**src/rtl/mem_wb_pipe_pkg.sv**
```systemverilog
// Shared constants, defaults and the stall-decode helper for the MEM/WB pipeline register.
// Optional MEM_WB_PERF_CNT_EN build adds retire/bubble counters in the top.
package mem_wb_pipe_pkg;

  localparam logic STOP      = 1'b1;
  localparam logic NOSTOP    = 1'b0;
  localparam logic RSTENABLE = 1'b1;

  localparam logic [63:0] ZERO_64 = '0;

  localparam int unsigned DEF_XLEN   = 64;
  localparam int unsigned DEF_GPR_AW = 6;
  localparam int unsigned DEF_CSR_AW = 12;

  typedef enum logic [1:0] {
    ACT_HOLD,
    ACT_BUBBLE,
    ACT_ADVANCE
  } stall_act_e;

  // Flush dominates; a stalled stage only bubbles when its consumer is free.
  function automatic stall_act_e decode_stall(input logic flush,
                                              input logic stall_here,
                                              input logic stall_down);
    if (flush)
      return ACT_BUBBLE;
    if (stall_here == NOSTOP)
      return ACT_ADVANCE;
    if (stall_down == NOSTOP)
      return ACT_BUBBLE;
    return ACT_HOLD;
  endfunction

endpackage

```
**src/rtl/mem_wb_pipe_lane.sv**
```systemverilog
// Single-lane MEM/WB register: valid, pc, rd, write enable and data with
// bubble/advance/hold controls. The write enable arrives already qualified.
module wb_lane_reg
  import mem_wb_pipe_pkg::*;
#(
  parameter int unsigned XLEN   = DEF_XLEN,
  parameter int unsigned GPR_AW = DEF_GPR_AW
) (
  input  logic              clk,
  input  logic              rst,
  input  logic              bubble,
  input  logic              advance,
  input  logic              hold,
  input  logic              mem_valid,
  input  logic [XLEN-1:0]   mem_pc,
  input  logic [GPR_AW-1:0] mem_rd_addr,
  input  logic              mem_rd_w_ena,
  input  logic [XLEN-1:0]   mem_wdata,
  output logic              wb_valid,
  output logic [XLEN-1:0]   wb_pc,
  output logic [GPR_AW-1:0] wb_rd_addr,
  output logic              wb_rd_w_ena,
  output logic [XLEN-1:0]   wb_wdata
);

  always_ff @(posedge clk) begin
    if (rst == RSTENABLE || bubble) begin
      wb_valid    <= 1'b0;
      wb_pc       <= '0;
      wb_rd_addr  <= '0;
      wb_rd_w_ena <= 1'b0;
      wb_wdata    <= '0;
    end else if (advance && !hold) begin
      wb_valid    <= mem_valid;
      wb_pc       <= mem_pc;
      wb_rd_addr  <= mem_rd_addr;
      wb_rd_w_ena <= mem_rd_w_ena;
      wb_wdata    <= mem_wdata;
    end
  end

endmodule

```
**src/rtl/mem_wb_pipe.sv**
```systemverilog
// MEM/WB pipeline register for a multi-lane core: stall/flush handling, x0 suppression,
// youngest-lane-wins GPR conflict masking and the lane-0 CSR channel. Macro: MEM_WB_PERF_CNT_EN.
module mem_wb_pipe
  import mem_wb_pipe_pkg::*;
#(
  parameter int unsigned XLEN    = DEF_XLEN,
  parameter int unsigned LANES   = 2,
  parameter int unsigned GPR_AW  = DEF_GPR_AW,
  parameter int unsigned CSR_AW  = DEF_CSR_AW,
  parameter int unsigned STALL_W = 6,
  parameter int unsigned STAGE   = 4
) (
  input  logic                    clk,
  input  logic                    rst,
  input  logic [STALL_W-1:0]      stall,
  input  logic                    flush,
  input  logic [LANES-1:0]        mem_valid,
  input  logic [LANES*XLEN-1:0]   mem_pc,
  input  logic [LANES*GPR_AW-1:0] mem_rd_addr,
  input  logic [LANES-1:0]        mem_rd_w_ena,
  input  logic [LANES*XLEN-1:0]   mem_wdata,
  input  logic [CSR_AW-1:0]       mem_csr_w_addr,
  input  logic                    mem_csr_w_ena,
  input  logic [XLEN-1:0]         mem_csr_wdata,
  output logic [LANES-1:0]        wb_valid,
  output logic [LANES*XLEN-1:0]   wb_pc,
  output logic [LANES*GPR_AW-1:0] wb_rd_addr,
  output logic [LANES-1:0]        wb_rd_w_ena,
  output logic [LANES*XLEN-1:0]   wb_wdata,
  output logic [CSR_AW-1:0]       wb_csr_w_addr,
  output logic                    wb_csr_w_ena,
`ifdef MEM_WB_PERF_CNT_EN
  output logic [63:0]             retire_cnt,
  output logic [63:0]             bubble_cnt,
`endif
  output logic [XLEN-1:0]         wb_csr_wdata
);

  if (STAGE + 1 >= STALL_W || LANES < 1 || LANES > 4) begin : g_bad_cfg
    $error("mem_wb_pipe: illegal STAGE/STALL_W or LANES configuration");
  end

  stall_act_e act;
  logic       bubble;
  logic       advance;
  logic       hold;
  logic       unused_stall;

  assign act          = decode_stall(flush, stall[STAGE], stall[STAGE+1]);
  assign bubble       = (act == ACT_BUBBLE);
  assign advance      = (act == ACT_ADVANCE);
  assign hold         = (act == ACT_HOLD);
  assign unused_stall = ^stall;

  logic [LANES-1:0] qual;
  logic [LANES-1:0] keep;

  // An older lane loses its enable if any younger lane writes the same rd.
  always_comb begin
    qual = mem_rd_w_ena & mem_valid;
    for (int unsigned i = 0; i < LANES; i++) begin
      if (mem_rd_addr[i*GPR_AW +: GPR_AW] == '0)
        qual[i] = 1'b0;
    end
    keep = qual;
    for (int unsigned i = 0; i < LANES; i++) begin
      for (int unsigned j = i + 1; j < LANES; j++) begin
        if (qual[j] && mem_rd_addr[j*GPR_AW +: GPR_AW] == mem_rd_addr[i*GPR_AW +: GPR_AW])
          keep[i] = 1'b0;
      end
    end
  end

  for (genvar g = 0; g < LANES; g++) begin : g_lane
    wb_lane_reg #(
      .XLEN   (XLEN),
      .GPR_AW (GPR_AW)
    ) u_lane (
      .clk          (clk),
      .rst          (rst),
      .bubble       (bubble),
      .advance      (advance),
      .hold         (hold),
      .mem_valid    (mem_valid[g]),
      .mem_pc       (mem_pc[g*XLEN +: XLEN]),
      .mem_rd_addr  (mem_rd_addr[g*GPR_AW +: GPR_AW]),
      .mem_rd_w_ena (keep[g]),
      .mem_wdata    (mem_wdata[g*XLEN +: XLEN]),
      .wb_valid     (wb_valid[g]),
      .wb_pc        (wb_pc[g*XLEN +: XLEN]),
      .wb_rd_addr   (wb_rd_addr[g*GPR_AW +: GPR_AW]),
      .wb_rd_w_ena  (wb_rd_w_ena[g]),
      .wb_wdata     (wb_wdata[g*XLEN +: XLEN])
    );
  end

  always_ff @(posedge clk) begin
    if (rst == RSTENABLE || bubble) begin
      wb_csr_w_addr <= '0;
      wb_csr_w_ena  <= 1'b0;
      wb_csr_wdata  <= '0;
    end else if (advance) begin
      wb_csr_w_addr <= mem_csr_w_addr;
      wb_csr_w_ena  <= mem_csr_w_ena & mem_valid[0];
      wb_csr_wdata  <= mem_csr_wdata;
    end
  end

`ifdef MEM_WB_PERF_CNT_EN
  always_ff @(posedge clk) begin
    if (rst == RSTENABLE) begin
      retire_cnt <= ZERO_64;
      bubble_cnt <= ZERO_64;
    end else if (bubble) begin
      bubble_cnt <= bubble_cnt + 64'd1;
    end else if (advance) begin
      retire_cnt <= retire_cnt + 64'($countones(mem_valid));
    end
  end
`endif

endmodule

```
**config.mk**
```make
export PLATFORM = sky130hd
export DESIGN_NAME = mem_wb_pipe
export DESIGN_NICKNAME = d
export VERILOG_FILES = /design/src/rtl/mem_wb_pipe_pkg.sv /design/src/rtl/mem_wb_pipe_lane.sv /design/src/rtl/mem_wb_pipe.sv
export SDC_FILE = /design/constraint.sdc
export NUM_CORES = 1
export LEC_CHECK = 0
export ABC_AREA = 1
export CAP_MARGIN = 15
export CORE_AREA = 10 10 263 265
export CTS_BUF_LIST = sky130_fd_sc_hd__clkbuf_4 sky130_fd_sc_hd__clkbuf_8
export DETAILED_ROUTE_END_ITERATION = 10
export DIE_AREA = 0 0 273 275
export SLEW_MARGIN = 10
export SYNTH_ARGS = -nofsm -noshare
export SYNTH_HDL_FRONTEND = slang
export SYNTH_SLANG_ARGS = --single-unit
```
**constraint.sdc**
```tcl
create_clock -name clk -period 1.9 [get_ports clk]
set_input_delay 0.57 -clock clk [delete_from_list [all_inputs] [get_ports clk]]
set_output_delay 0.57 -clock clk [all_outputs]
set_load 0.005 [all_outputs]
```
Yosys cells after proc, flatten, opt, wreduce, memory -nomap -nowiden
Index checks and enable logic that the tools add are counted.
Storage, ports and cells
  logic and storage cells: 40
  bits in read-only memories: 0
  memories: 0
  bits in registers: 349
  RAM bits: 0
  input port bits: 358
  bits in latches: 0
Cells by class
  multipliers: 0
  divide/modulo/power cells: 0
  bitwise logic cells: 2
  eq/ne operators: 3
  shift operators: 0
  multiplexer cells: 15
  add/sub/neg operators: 0
  reductions and logical operators: 7
  magnitude comparators: 0
Operators with widths (number)
  6-bit logical NOT: 2
  2-bit 2-to-1 mux: 6
  1-bit 2-to-1 mux: 9
  6-bit == test: 1
  2-bit AND: 1
  2-bit by 1-bit == test with 1-bit output (second input constant): 1
  2-bit == test (second input constant): 1
  1-bit logical AND: 2
  2-bit logical NOT: 1
  1-bit AND: 1
  1-bit logical NOT: 1
  1-bit logical OR: 1

Logic depth before layout (Yosys ltp)
  depth after elaboration: 10
  gate-level depth with buffers: 8
  depth with buffers taken out: 8

By module
Synthesis repeated with hierarchy kept, for this count alone.
Unflattened totals
  cells, all modules: 2141
  area, all modules: 14277.4 um2
Modules (own cells, without submodules)
  wb_lane_reg: instances 2, seq. area each 2722.6 um2, cells an instance 877, area each 5718.0 um2
  mem_wb_pipe: instances 1, seq. area each 1541.5 um2, cells an instance 387, area each 2841.5 um2

Worst setup path before layout
OpenSTA, ideal clock, no wires.
  path kind: input to register
  from: input stall[4]
  to: register g_lane[0].u_lane.wb_wdata[48]
  stages on the path: 7
  slack: 0.392 ns
  data required time: 1.780 ns
  buffers on the path: 2
  data arrival time: 1.388 ns
  cells stage by stage: inv_2 > nor2_1 > nor3_4 > inv_2 > clkbuf_1 > buf_2 > a21oi_1
On the way
  word-level cells in the longest chain between the ends: 8
  elaborated cells on any way between the ends: 13
  those cells by class: eq/ne (2); mux (7); reduce/logical (4)
RTL lines
  start, declared: line mem_wb_pipe.sv:15  | input logic [STALL_W-1:0] stall,
  2-bit 2-to-1 mux: line mem_wb_pipe_pkg.sv:27  | if (stall_here == NOSTOP)
  2-bit 2-to-1 mux: line mem_wb_pipe_pkg.sv:29  | if (stall_down == NOSTOP)
  2-bit 2-to-1 mux: line mem_wb_pipe_pkg.sv:31  | return ACT_HOLD;
  2-bit 2-to-1 mux *: line mem_wb_pipe_pkg.sv:29
  2-bit 2-to-1 mux *: line mem_wb_pipe_pkg.sv:27
  2-bit logical NOT: line mem_wb_pipe.sv:52  | assign hold = (act == ACT_HOLD);
  1-bit logical NOT: line mem_wb_pipe_lane.sv:33  | end else if (advance && !hold) begin
  1-bit logical AND: line mem_wb_pipe_lane.sv:33
  end signal, assigned: line mem_wb_pipe_lane.sv:38  | wb_wdata <= mem_wdata;
  end, declared: line mem_wb_pipe_lane.sv:23  | output logic [XLEN-1:0] wb_wdata
Every way passes the cells marked *; elsewhere a longest branch is shown, timed or not. The select of a mux whose other input is x is not followed.
A chain may end at the register's enable or synchronous reset.

Worst setup path after layout
  from: register g_lane[0].u_lane.wb_wdata[14]
  to: output wb_wdata[14]
RTL lines
  end, declared: line mem_wb_pipe.sv:29  | output logic [LANES*XLEN-1:0] wb_wdata,
No word-level cell between the ends.

==> out/qor.yml <==
crit_type: "register to output port"
min_period_over_period: 0.9505
path_clk_slew_ns: 0.06
finalHoldViolCount: 0
die-height_microns: 275
routabilityCongestion: 0.7817
drt-initial-drc-count: 525
holdPathEnd: "g_lane[0].u_lane.wb_pc[8]$_SDFFE_PP0P_"
pin_count: 707
min_path_cells: 2
grt_pass1_wl_microns: 80600
area_growth_pct: 79.19
cts_hold_buf: 0
synth_area_per_cell_sq_um: 7.863
htreeDepth: 3
max_freq_mhz: 553.7
first_global_vias: 12902
relSlewSlack: 0.7605
max_stage_delay_ns: 0.36
place_ws_ns: -0.3050
globalRouteTotalUtil: 0.1398
vias: 12836
synth_seq_cells: 349
r2r_start: "g_lane[0].u_lane.wb_rd_addr[3]$_SDFFE_PP0P_"
wl_microns: 55850
rows: 93
dpl.hpwl_microns: 43810
core_area_sq_um: 63880
slew_violations: 0
synthTopCellsByArea: "dfxtp_1, nand2_1, a21oi_1, buf_2, buf_4"
power_density_nw_per_um2: 782.2
setup_ws_ns: 0.09405
setup_violations: 0
ir_worst_vdd_v: 0.0005811
nNetsFinal: 2667
drc: 0
initial_utilization: 0.1904
syn-num-nets: 1905
syn_area_sq_um: 12160
yosysTopAreaCellShare: 0.5744
yosysSeqAreaShare: 0.5744
clock-sinks: 349
yosysTopAreaCell: "dfxtp_1"
setup_tns_ns: 0
cap_violations: 0
path_cells: "clkdlybuf4s15_1"
grt_overflow: 0
clock_path_buffers: 3
worstPathRequired_ns: 1.33
leakagePower_nw: 9.277
worstReg2RegEnd: "g_lane[0].u_lane.wb_rd_addr[3]$_SDFFE_PP0P_"
crit_buf_inv: 1
final_common_cell: "nand2_1"
mostFrequentLayoutCells: "nand2_1, clkdlybuf4s50_1, a21oi_1"
crit_path_start_kind: "register"
wl_per_cell_microns: 17.37
rsz0062_at_grt: "false"
rrSetupSlack_ns: 1.20
ys_types: 17
root_buffer: "clkbuf_8"
total_power_mw: 17.05
viasPerCell: 3.991
yosys_warnings: 0
layout_min_cycle_time_ns: 1.806
finalClockSkew_ns: 0
final_layout_size_suffix_gt1_frac: 0.1095
drtPass1Iterations: 8
clkLatencyLatePin_ns: 0.60
antenna_found_initial: 6
netlist_instances: 1547
cts_tree: "yes"
fin_util: 0.3412
numPortBuffers: 702
path_max_fanout: 2
critPathTopFamily: "flip-flops"
rr_worst_depth: 2
worst_pin_slew_ns: 0.3592
critPathArrivalTime_ns: 1.24
status: "completed"
ant_nets: 0
grt_max_degree: 74
num-fill-cells: 6738
cts_buffers: 66
critPathSlowestCell: "dfxtp_1"
min-delay-start: "g_lane[0].u_lane.wb_pc[8]$_SDFFE_PP0P_"
end_kind: "output port"
fp.dieW_microns: 273
die_area_sq_um: 75080
hp-class: "register to register"
## metal layers
| layer | vias up | share of wire | GRT usage |
|---|---|---|---|
| li1 | 6484 | - | - |
| met3 | 87 | 0.11 | 0.06981 |
| met5 | - | 0 | 0 |
| met1 | 5746 | 0.39 | 0.1513 |
| met4 | 0 | 0.027 | 0.05190 |
| met2 | 519 | 0.48 | 0.2326 |
## report_power, final
part | leakage (nW) | internal [mW] | total [mW] | switching [mW]
Sequential | 2.83 | 7.45 | 7.51 | 0.0635
Combinational | 5.71 | 1.11 | 1.91 | 0.807
Clock | 0.732 | 4.33 | 7.62 | 3.29
Total | 9.28 | 12.9 | 17.0 | 4.16
## flip-flops by register name (all words and copies together) (netlist names)
| register | count |
|---|---|
| g_lane.u_lane.wb_rd_addr | 12 |
| g_lane.u_lane.wb_rd_w_ena | 2 |
| g_lane.u_lane.wb_valid | 2 |
| wb_csr_w_addr | 12 |
| g_lane.u_lane.wb_wdata | 128 |
| g_lane.u_lane.wb_pc | 128 |
| wb_csr_w_ena | 1 |
| wb_csr_wdata | 64 |
## how the worst max path moves through the flow
| stage | startpoint | to | slack [ns] | depth (start not counted) |
|---|---|---|---|---|
| after floorplan | stall[4] | g_lane[0].u_lane.wb_wdata[48]$_SDFFE_PP0P_ | 0.39 | 7 |
| after global placement | flush | wb_csr_wdata[33]$_SDFFE_PP0N_ | -0.28 | 9 |
| after detailed placement | flush | g_lane[1].u_lane.wb_pc[2]$_SDFFE_PP0P_ | -0.30 | 9 |
| after CTS | wb_csr_wdata[17]$_SDFFE_PP0N_ | wb_csr_wdata[17] | 0.0003 | 1 |
| after global routing | g_lane[1].u_lane.wb_wdata[9]$_SDFFE_PP0P_ | wb_wdata[73] | 0.00004 | 1 |
| final | g_lane[0].u_lane.wb_wdata[14]$_SDFFE_PP0P_ | wb_wdata[14] | 0.09 | 1 |
## layout make-up
| cell class | instances | area, sq um | share of cell area |
|---|---|---|---|
| Multi-Input combinational cell | 1067 | 4507 | 0.2068 |
| Antenna cell | 4 | 10.01 | 0.0004592 |
| Timing Repair Buffer | 811 | 7769 | 0.3564 |
| Inverter | 14 | 67.56 | 0.003100 |
| Clock inverter | 9 | 65.06 | 0.002985 |
| Clock buffer | 107 | 1297 | 0.05953 |
| Tap cell | 855 | 1070 | 0.04908 |
| Sequential cell | 349 | 7012 | 0.3217 |
## cells by family after synthesis
kind of cell,count (synthesis),synth area share
buf+inv,131,0.05626
flops,349,0.5744
simple gates,704,0.2187
xor+xnor,4,0.002881
compound gates,359,0.1478
## cells in the mapped netlist, drive strengths merged
| cell type | count |
|---|---|
| o21ai | 8 |
| nor3 | 1 |
| clkbuf | 16 |
| a21oi | 350 |
| nand3 | 2 |
| inv | 14 |
| xor2 | 1 |
| xnor2 | 3 |
| buf | 101 |
| nand2 | 691 |
| dfxtp | 349 |
| nor2 | 10 |
| a31oi | 1 |
## metrics by stage
| stage | instance area, sq um | hold WS, ns | std cells |
|---|---|---|---|
| 5_1_grt | 21790 | 0.4362 | 3213 |
| 3_3_place_gp | 20830 | 0.4442 | 3096 |
| 2_1_floorplan | 12160 | 0.4413 | 1547 |
| 4_1_cts | 21800 | 0.4088 | 3212 |
| 3_5_place_dp | 20830 | 0.4473 | 3096 |
| 6_report | 21800 | 0.4507 | 3216 |
## repair_timing
item                       4_1_cts  5_1_grt
setup endpoints to repair      349       27
setup buffers                    0        0
resized for setup              393       28
(Power assumes the default switching activity.)
